$ cat src/rtl/dmem_seq_ctrl_if.sv
// Control bundle between the decoder top-level controller and the D-memory slot sequencer.
// The master side issues run requests; the slave side (the sequencer) drives the memory controls and status.
interface dmem_seq_ctrl_if #(
   parameter int ADDRESSWIDTH = 5,
   parameter int ITW          = 5
);
   logic                    start;
   logic [ITW-1:0]          max_iter;
   logic                    early_stop;
   logic                    rd_en;
   logic [ADDRESSWIDTH-1:0] rd_address;
   logic                    rd_layer;
   logic                    wr_en;
   logic                    first_iter;
   logic [ITW-1:0]          iter_count;
   logic                    busy;
   logic                    done;

   modport master (
      output start, max_iter, early_stop,
      input  rd_en, rd_address, rd_layer, wr_en, first_iter, iter_count, busy, done
   );

   modport slave (
      input  start, max_iter, early_stop,
      output rd_en, rd_address, rd_layer, wr_en, first_iter, iter_count, busy, done
   );
endinterface

$ cat src/rtl/dmem_seq_ctrl.sv
// Slot sequencer for the two-layer LDPC D shift-register-queue memory: walks layer/address slots per
// iteration, delays each slot by PIPE cycles into wr_en, and reports iteration count and completion.
module dmem_seq_ctrl #(
   parameter int ADDRESSWIDTH = 5,
   parameter int NCYC         = 20,
   parameter int PIPE         = 4,
   parameter int ITW          = 5
) (
   input  logic              clk,
   input  logic              rst,
   dmem_seq_ctrl_if.slave    bus
);

   typedef enum logic [1:0] {
      S_IDLE,
      S_RUN,
      S_DRAIN,
      S_FIN
   } state_e;

   localparam logic [ADDRESSWIDTH-1:0] LAST_ADDR = ADDRESSWIDTH'(NCYC - 1);

   state_e                  state_q, state_d;
   logic [ADDRESSWIDTH-1:0] rd_address_q, rd_address_d;
   logic                    rd_layer_q, rd_layer_d;
   logic                    rd_en_q, rd_en_d;
   logic                    first_iter_q, first_iter_d;
   logic [ITW-1:0]          iter_count_q, iter_count_d;
   logic [ITW-1:0]          limit_q, limit_d;
   logic [PIPE-1:0]         pipe_q, pipe_d;
   logic                    busy_q, busy_d;
   logic                    done_q, done_d;

   logic                    last_slot;
   logic [ITW-1:0]          iter_inc;

   // NOTE: every signal gets its hold/default value first so no path through the case leaves a latch.
   always_comb begin
      state_d      = state_q;
      rd_address_d = rd_address_q;
      rd_layer_d   = rd_layer_q;
      rd_en_d      = rd_en_q;
      first_iter_d = first_iter_q;
      iter_count_d = iter_count_q;
      limit_d      = limit_q;

      last_slot = rd_layer_q && (rd_address_q == LAST_ADDR);
      iter_inc  = (&iter_count_q) ? iter_count_q : iter_count_q + 1'b1;
      // Each presented slot launches a valid bit that surfaces PIPE cycles later as wr_en.
      pipe_d    = (pipe_q << 1) | PIPE'(state_q == S_RUN);

      case (state_q)
         S_IDLE: begin
            if (bus.start) begin
               state_d      = S_RUN;
               limit_d      = (bus.max_iter == '0) ? ITW'(1) : bus.max_iter;
               iter_count_d = '0;
               rd_address_d = '0;
               rd_layer_d   = 1'b0;
               first_iter_d = 1'b1;
               rd_en_d      = 1'b0;
            end
         end

         S_RUN: begin
            if (last_slot) begin
               iter_count_d = iter_inc;
               rd_address_d = '0;
               rd_layer_d   = 1'b0;
               first_iter_d = 1'b0;
               if ((iter_inc == limit_q) || bus.early_stop) begin
                  state_d = S_DRAIN;
                  rd_en_d = 1'b0;
               end else begin
                  rd_en_d = 1'b1;
               end
            end else if (rd_address_q == LAST_ADDR) begin
               rd_address_d = '0;
               rd_layer_d   = 1'b1;
            end else begin
               rd_address_d = rd_address_q + 1'b1;
            end
         end

         S_DRAIN: begin
            if (pipe_d == '0) begin
               state_d = S_FIN;
            end
         end

         S_FIN: begin
            state_d = S_IDLE;
         end

         default: begin
            state_d = S_IDLE;
         end
      endcase

      busy_d = (state_d != S_IDLE);
      done_d = (state_d == S_FIN);
   end

   // NOTE: state uses non-blocking assignments and the async reset clears the delay line as well,
   // so writes in flight at reset never reach the memory.
   always_ff @(posedge clk or negedge rst) begin
      if (!rst) begin
         state_q      <= S_IDLE;
         rd_address_q <= '0;
         rd_layer_q   <= 1'b0;
         rd_en_q      <= 1'b0;
         first_iter_q <= 1'b0;
         iter_count_q <= '0;
         limit_q      <= '0;
         pipe_q       <= '0;
         busy_q       <= 1'b0;
         done_q       <= 1'b0;
      end else begin
         state_q      <= state_d;
         rd_address_q <= rd_address_d;
         rd_layer_q   <= rd_layer_d;
         rd_en_q      <= rd_en_d;
         first_iter_q <= first_iter_d;
         iter_count_q <= iter_count_d;
         limit_q      <= limit_d;
         pipe_q       <= pipe_d;
         busy_q       <= busy_d;
         done_q       <= done_d;
      end
   end

   assign bus.rd_en      = rd_en_q;
   assign bus.rd_address = rd_address_q;
   assign bus.rd_layer   = rd_layer_q;
   assign bus.wr_en      = pipe_q[PIPE-1];
   assign bus.first_iter = first_iter_q;
   assign bus.iter_count = iter_count_q;
   assign bus.busy       = busy_q;
   assign bus.done       = done_q;

endmodule

$ cat src/flat_wrapper.sv
// flat-port wrapper written by rule: the top's interface ports become plain ports
module dmem_seq_ctrl_flat 
#(
   parameter int ADDRESSWIDTH = 5,
   parameter int NCYC         = 20,
   parameter int PIPE         = 4,
   parameter int ITW          = 5
)
  (clk, rst, bus_start, bus_max_iter, bus_early_stop, bus_rd_en, bus_rd_address, bus_rd_layer, bus_wr_en, bus_first_iter, bus_iter_count, bus_busy, bus_done);
  dmem_seq_ctrl_if #(.ADDRESSWIDTH(ADDRESSWIDTH), .ITW(ITW)) bus_i ();
  input  logic clk;
  input  logic rst;
  input wire logic [$bits(bus_i.start)-1:0] bus_start;
  input wire logic [$bits(bus_i.max_iter)-1:0] bus_max_iter;
  input wire logic [$bits(bus_i.early_stop)-1:0] bus_early_stop;
  output wire logic [$bits(bus_i.rd_en)-1:0] bus_rd_en;
  output wire logic [$bits(bus_i.rd_address)-1:0] bus_rd_address;
  output wire logic [$bits(bus_i.rd_layer)-1:0] bus_rd_layer;
  output wire logic [$bits(bus_i.wr_en)-1:0] bus_wr_en;
  output wire logic [$bits(bus_i.first_iter)-1:0] bus_first_iter;
  output wire logic [$bits(bus_i.iter_count)-1:0] bus_iter_count;
  output wire logic [$bits(bus_i.busy)-1:0] bus_busy;
  output wire logic [$bits(bus_i.done)-1:0] bus_done;
  assign bus_i.start = bus_start;
  assign bus_i.max_iter = bus_max_iter;
  assign bus_i.early_stop = bus_early_stop;
  assign bus_rd_en = bus_i.rd_en;
  assign bus_rd_address = bus_i.rd_address;
  assign bus_rd_layer = bus_i.rd_layer;
  assign bus_wr_en = bus_i.wr_en;
  assign bus_first_iter = bus_i.first_iter;
  assign bus_iter_count = bus_i.iter_count;
  assign bus_busy = bus_i.busy;
  assign bus_done = bus_i.done;
  dmem_seq_ctrl #(.ADDRESSWIDTH(ADDRESSWIDTH), .NCYC(NCYC), .PIPE(PIPE), .ITW(ITW)) u_core (.clk(clk), .rst(rst), .bus(bus_i));
endmodule
$ cat config.mk
export PLATFORM = sky130hd
export DESIGN_NAME = dmem_seq_ctrl_flat
export DESIGN_NICKNAME = d
export VERILOG_FILES = /design/src/rtl/dmem_seq_ctrl_if.sv /design/src/rtl/dmem_seq_ctrl.sv /design/src/flat_wrapper.sv
export SDC_FILE = /design/constraint.sdc
export NUM_CORES = 1
export LEC_CHECK = 0
export BUFFER_PORTS_ARGS = -buffer_cell sky130_fd_sc_hd__buf_2
export CORE_UTILIZATION = 54
export CTS_CLUSTER_DIAMETER = 40
export DETAILED_ROUTE_END_ITERATION = 6
export PLACE_DENSITY = 0.87
export SYNTH_ARGS = -nofsm -noshare
export SYNTH_HDL_FRONTEND = slang
export SYNTH_SLANG_ARGS = --single-unit
$ cat constraint.sdc
create_clock -name clk -period 2.39 [get_ports clk]
set_input_delay 0 -clock clk [delete_from_list [all_inputs] [get_ports clk]]
set_output_delay 0 -clock clk [all_outputs]
set_load 0.03 [all_outputs]
==> results.py, run 1 <==
metrics = {
    "run_status": {
        "status": "completed",
    },
    "drt": {
        "drt_iter0_drc": 31,
        "routed-via-count": 1105,
        "totalWireLength_um": 2630,
        "avgViaCountPerCell": 5.70,
        "dr.pass1.iters": 4,
        "post-route-drc-count": 0,
        "wl_per_cell_um": 13.5,
        "postRouteAntennaNets": 0,
    },
    "global_route": {
        "grt_pass1_wl_um": 4430,
        "grtUsageTotal_pct": 22.4,
        "grt-ovfl-total": 0,
        "antenna_found_initial": 0,
        "grt_max_degree": 27,
        "grt_pass1_vias": 1039,
    },
    "floorplanning": {
        "io-pin-count": 25,
        "row_count": 17,
        "dieArea_sq_mm": 0.00263,
        "die_w_um": 51.3,
        "fp.coreArea_sq_mm": 0.00225,
        "start_util_pct": 58.3,
        "dieHeight_um": 51.3,
    },
    "worst_setup_path": {
        "worstSetupPathType": "reg -> reg",
        "startpoint_type": "flop",
        "path_max_fanout": 8,
        "cp.required_ps": 2620,
        "end_kind": "flop",
        "arrival_ps": 2040,
    },
    "power": {
        "p_leak_nw": 0.727,
        "power_density_mw_per_mm2": 1150,
        "p_int_mw": 1.03,
        "pwr-share-clk_pct": 16.7,
        "irDropWorstVdd_mv": 0.857,
        "swShare_pct": 42.3,
        "p_seq_share_pct": 42.8,
        "power_frac_comb_pct": 40.6,
        "switching_power_mw": 0.758,
    },
    "timing": {
        "max_clock_freq_mhz": 551,
        "slew_violations": 0,
        "rsz0062_at_grt": "false",
        "fin_crit_ps": 1820,
        "fin_crit_sh_pct": 76.0,
        "tightest_slew_ps": 556,
        "clock_skew_ps": 2.81,
        "whs_ps": 100,
        "slew_headroom_pct": 62.6,
        "finalHoldViolCount": 0,
        "setup_violations": 0,
        "setup_tns_ps": 0,
    },
    "clocking": {
        "h-tree-depth": 1,
        "cts_tree": "built",
        "cts_resized": 0,
        "clockBufferDepth": 2,
        "clock_latency_ps": 320,
        "cts-root-buf": "clkbuf_4",
        "cts_sinks": 26,
        "cts.clk_slew.worst_paths_ps": 140,
        "numCtsBuffers": 3,
    },
    "placement": {
        "numPortBuffers": 24,
        "dp_hpwl_um": 1810,
        "dp.cells": 183,
        "gp_congestion": 0.872,
    },
    "synthesis": {
        "synth.distinct_cells": 35,
        "async_flop_share_pct": 100,
        "synth_fp_nets": 146,
        "synth_cells": 135,
        "ys.flop_type": "dfrtp_1",
        "synth-edff-count": 0,
        "ys_seq_area_share_pct": 49.5,
        "avgSynthCellArea_sq_um": 9.73,
        "synth_warnings": 0,
        "synth_area_sq_mm": 0.00131,
        "ys_ff_latch": 26,
    },
    "finish": {
        "syn_to_final_growth_pct": 18.6,
        "layout.cells.non_filler": 194,
        "antenna-diode-count": 0,
        "drive_gt1_share_pct": 19.9,
        "layout.nets": 178,
    },
    "flow_run": {
        "cap_violations": 0,
    },
    "hold_path": {
        "hold_class": "in -> reg",
    },
}
==> flip-flops by register name, indices dropped and copies added (netlist names) <==
register               cells
u_core.bus.iter_count      5
u_core.bus.rd_address      5
u_core.limit_q             5
u_core.pipe_q              4
u_core.state_q             2
u_core.bus.busy            1
u_core.bus.done            1
u_core.bus.first_iter      1
u_core.bus.rd_en           1
u_core.bus.rd_layer        1
==> critical path, cell delays in order (launching register included) <==
cell and delay (ps):
dfrtp_1 470, ha_1 320, and2b_1 210, mux2i_1 130
o21ai_1 90, o311a_2 350, a21bo_1 170
==> layout by cell type, fill, tap and decap left out, types with 2 or more instances in the layout <==
cell           count
and2b_1            2
o21ai_1            2
nor4_1             4
a41oi_1            2
buf_2             24
nand2_1           23
o21ai_0           10
ha_1               2
nor2_1             8
nor3b_1            3
nand3_1            8
nor3_1             6
inv_1              2
a21oi_1            6
clkbuf_4           3
mux2i_1            4
dfrtp_1           26
nand4_1            3
dlygate4sd3_1      7
nand2b_1           3
xor2_1             3
==> stage by stage <==
step | utilization [%] | setup slack (ps) | area, sq um | total power, mW
CTS | 69.1 | 585 | 1560 | 1.80
global placement | 63.7 | 652 | 1440 | 1.45
floorplan | - | 548 | 1310 | 1.30
global route | 69.1 | 444 | 1560 | 1.91
finish | 69.1 | 574 | 1560 | 1.79
detailed placement | 63.7 | 585 | 1440 | 1.49
==> Yosys cell counts (2+ instances only) <==
master	number	share of area (%)
nand2b_1	3	1.4
nor3b_1	3	1.7
o21ai_0	10	3.8
nor2_1	8	2.3
buf_6	2	1.7
xor2_1	3	2.0
mux2i_1	4	3.0
dfrtp_1	26	50
and2b_1	2	1.1
ha_1	2	1.9
nand4_1	3	1.4
inv_1	2	0.57
a41oi_1	2	1.3
nand2_1	23	6.6
nand3_1	8	3.0
o21ai_1	2	0.76
nor4_1	4	1.9
nor3_1	6	2.3
a21oi_1	6	2.3
==> layout make-up <==
cell class / count / area, sq um
fill: 171 / 697
sequential: 26 / 651
multi-input combinational: 102 / 618
timing repair buffer: 31 / 190
tap: 28 / 35.0
clock inverter: 1 / 30.0
clock buffer: 3 / 22.5
inverter: 3 / 11.3
==> per-layer routing <==
metal  vias up  track usage, %  part of all wire, %
met5         -               0                    0
met4         0            8.11                 0.38
met3         2            2.98                  3.6
met2        28            36.4                   49
met1       529            30.6                   47
li1        546               -                    -
==> logic make-up after synthesis <==
kind of cell	after synthesis	synth area share (%)
adders and majority gates	2	1.90
DFF	26	49.5
buffers and inverters	7	3.43
xor gates and xnor gates	4	2.67
muxes	4	3.05
AOI/OAI and AO/OA	27	12.9
and+or+nand+nor	65	26.6
==> worst paths after layout <==
path	startpoint	to	slack, ps	cells past startpoint
max in group asynchronous	rst	u_core.bus.iter_count[1]	1840	2
worst max-delay path	u_core.bus.iter_count[0]	u_core.state_q[1]	570	6
worst min register to register	u_core.pipe_q[2]	u_core.pipe_q[3]	390	0
worst min-delay path	bus_early_stop	u_core.state_q[0]	100	3
worst max register to register	u_core.bus.iter_count[0]	u_core.state_q[1]	570	6
min in group asynchronous	rst	u_core.pipe_q[3]	180	2
==> power groups by stage <==
stage	combinational, mW	clock, mW	sequential (mW)
after floorplan	0.389	0	0.907
after global placement	0.691	0	0.757
after detailed placement	0.714	0	0.771
after CTS	0.727	0.308	0.763
after global routing	0.796	0.320	0.789
final	0.727	0.299	0.767
==> timing repair <==
item | 4_1_cts | 5_1_grt
hold endpoints to repair | 32 | 0
hold buffers | 7 | 0
setup buffers | 0 | 0
(Power assumes the default switching activity.)
==> inputs of run 2 (changes only) <==
--- a/config.mk
+++ b/config.mk
@@ -6,10 +6,10 @@
 export NUM_CORES = 1
 export LEC_CHECK = 0
 export BUFFER_PORTS_ARGS = -buffer_cell sky130_fd_sc_hd__buf_2
-export CORE_UTILIZATION = 54
+export CORE_UTILIZATION = 48
 export CTS_CLUSTER_DIAMETER = 40
 export DETAILED_ROUTE_END_ITERATION = 6
-export PLACE_DENSITY = 0.87
+export PLACE_DENSITY = 0.82
 export SYNTH_ARGS = -nofsm -noshare
 export SYNTH_HDL_FRONTEND = slang
 export SYNTH_SLANG_ARGS = --single-unit
==> constraint.sdc (replaced) <==
create_clock -name clk -period 1.5 [get_ports clk]
set_input_delay 0 -clock clk [delete_from_list [all_inputs] [get_ports clk]]
set_output_delay 0 -clock clk [all_outputs]
set_load 0.03 [all_outputs]
==> results.py, run 2 (same netlist as run 1, synthesis figures left out) <==
metrics = {
    "worst_setup_path": {
        "critical_path.max_stage_delay_ps": 460,
        "critical_path.top_delay_family": "compound AO/OA/AOI/OAI gates",
        "cp_cell_sequence": "ha_4 -> and2b_1 -> mux2i_1 -> o21ai_1 -> o311a_2 -> a21bo_1",
        "end_kind": "flop",
        "cp.required_ps": 1740,
        "path_max_fanout": 6,
        "startpoint_type": "flop",
        "arrival_ps": 1980,
        "worst-path-buf-inv": 0,
        "worstSetupPathType": "reg -> reg",
        "worst_path_max_delay_cell": "dfrtp_2",
    },
    "clocking": {
        "clockBufferDepth": 2,
        "numCtsBuffers": 3,
        "clock_latency_ps": 330,
        "cts-root-buf": "clkbuf_4",
        "cts.clk_slew.worst_paths_ps": 140,
        "cts_tree": "built",
        "h-tree-depth": 1,
        "cts_sinks": 26,
    },
    "power": {
        "irDropWorstVdd_mv": 1.25,
        "power_density_mw_per_mm2": 1760,
        "finalPower_mw": 3.01,
        "p_leak_nw": 0.798,
    },
    "floorplanning": {
        "io-pin-count": 25,
        "dieHeight_um": 54.3,
        "start_util_pct": 52.1,
        "row_count": 18,
        "die_w_um": 54.3,
        "fp.coreArea_sq_mm": 0.00252,
        "dieArea_sq_mm": 0.00295,
    },
    "timing": {
        "rsz0062_at_grt": "true",
        "max_clock_freq_mhz": 573,
        "layout_setup_ws_ps": -245,
        "slew_headroom_pct": 61.6,
        "fin_crit_sh_pct": 116,
        "finalHoldViolCount": 0,
        "slew_violations": 0,
        "clock_skew_ps": 2.55,
        "tightest_slew_ps": 570,
        "fin_crit_ps": 1740,
        "setup_violations": 3,
    },
    "finish": {
        "final_common_cell": "buf_2",
        "syn_to_final_growth_pct": 30.0,
        "antenna-diode-count": 0,
        "seq_area_sq_um": 656,
        "final_cell_mix": "buf_2, nand2_1, dfrtp_1",
        "multi_input_area_sq_um": 657,
        "layout.nets": 194,
        "nFillCells": 207,
        "drive_gt1_share_pct": 32.4,
        "layout.cells.non_filler": 212,
    },
    "global_route": {
        "grt_max_degree": 27,
        "grt_pass1_vias": 1085,
        "grt-ovfl-total": 0,
        "grt_pass1_wl_um": 4960,
        "grtUsageTotal_pct": 23.9,
        "antenna_found_initial": 0,
    },
    "run_status": {
        "status": "finished with violations",
        "violations": "negative setup slack",
    },
    "drt": {
        "postRouteAntennaNets": 0,
        "totalWireLength_um": 3080,
        "drt_iter0_drc": 32,
        "routed-via-count": 1216,
        "wl_per_cell_um": 14.5,
        "avgViaCountPerCell": 5.74,
        "dr.pass1.iters": 4,
        "post-route-drc-count": 0,
    },
    "flow_run": {
        "cap_violations": 0,
    },
    "placement": {
        "gp_congestion": 0.824,
        "numPortBuffers": 24,
        "dp_slack_ps": -182,
        "dp_hpwl_um": 2130,
        "dp.cells": 199,
    },
    "hold_path": {
        "hold_class": "in -> reg",
    },
}
==> run 2: where the power goes <==
part / leakage, nW / switching [mW] / internal, mW
registers: 0.306 / 0.264 / 0.944
clock network: 0.0210 / 0.215 / 0.149
logic: 0.472 / 0.815 / 0.621
total: 0.798 / 1.30 / 1.71
==> run 2: routing by layer <==
| layer | vias to the layer above | global-route usage (%) | routed length, um |
|---|---|---|---|
| met5 | - | 0 | 0 |
| met1 | 597 | 32.0 | 1390 |
| met2 | 34 | 38.4 | 1500 |
| li1 | 578 | - | - |
| met3 | 7 | 3.61 | 130 |
| met4 | 0 | 9.40 | 55 |
==> run 2: worst reg2reg max path, cell delays in order, from the launching register on <==
cell and delay (ps):
dfrtp_2 460, ha_4 180, and2b_1 160, mux2i_1 180, o21ai_1 110, o311a_2 370
a21bo_1 180
==> run 2: area by class of cell <==
class                           instances  area share, %
Timing Repair Buffer                   47           18.2
Multi-Input combinational cell        102           38.5
Tap cell                               30           2.20
Sequential cell                        26           38.4
Inverter                                3          0.659
Clock buffer                            4           2.12
==> run 2: metrics by stage <==
stage	instance area [sq um]	TNS, ps	hold WS (ps)	utilization, %
finish	1710	-635	110	67.7
global route	1710	-1100	99.2	67.7
CTS	1690	-480	76.8	66.9
detailed placement	1570	-445	31.5	62.4
global placement	1570	-180	21.5	62.4
floorplan	1340	-431	-296	-
==> run 2: worst paths after layout <==
path,slack (ps),from,end,cells after the start
min in group asynchronous,180,rst,u_core.pipe_q[3],2
worst min register to register,400,u_core.pipe_q[0],u_core.pipe_q[1],0
worst max-delay path,-240,u_core.bus.iter_count[0],u_core.state_q[1],6
worst min-delay path,110,bus_early_stop,u_core.bus.rd_en,3
max in group asynchronous,910,rst,u_core.bus.rd_address[0],2
worst max register to register,-240,u_core.bus.iter_count[0],u_core.state_q[1],6
==> run 2: timing repair <==
item,4_1_cts,5_1_grt
pin swaps,2,2
endpoints found under the setup margin,3,9
gates resized for setup,0,5
endpoints found under the hold margin,32,0
hold buffers,7,0
setup buffers,1,1
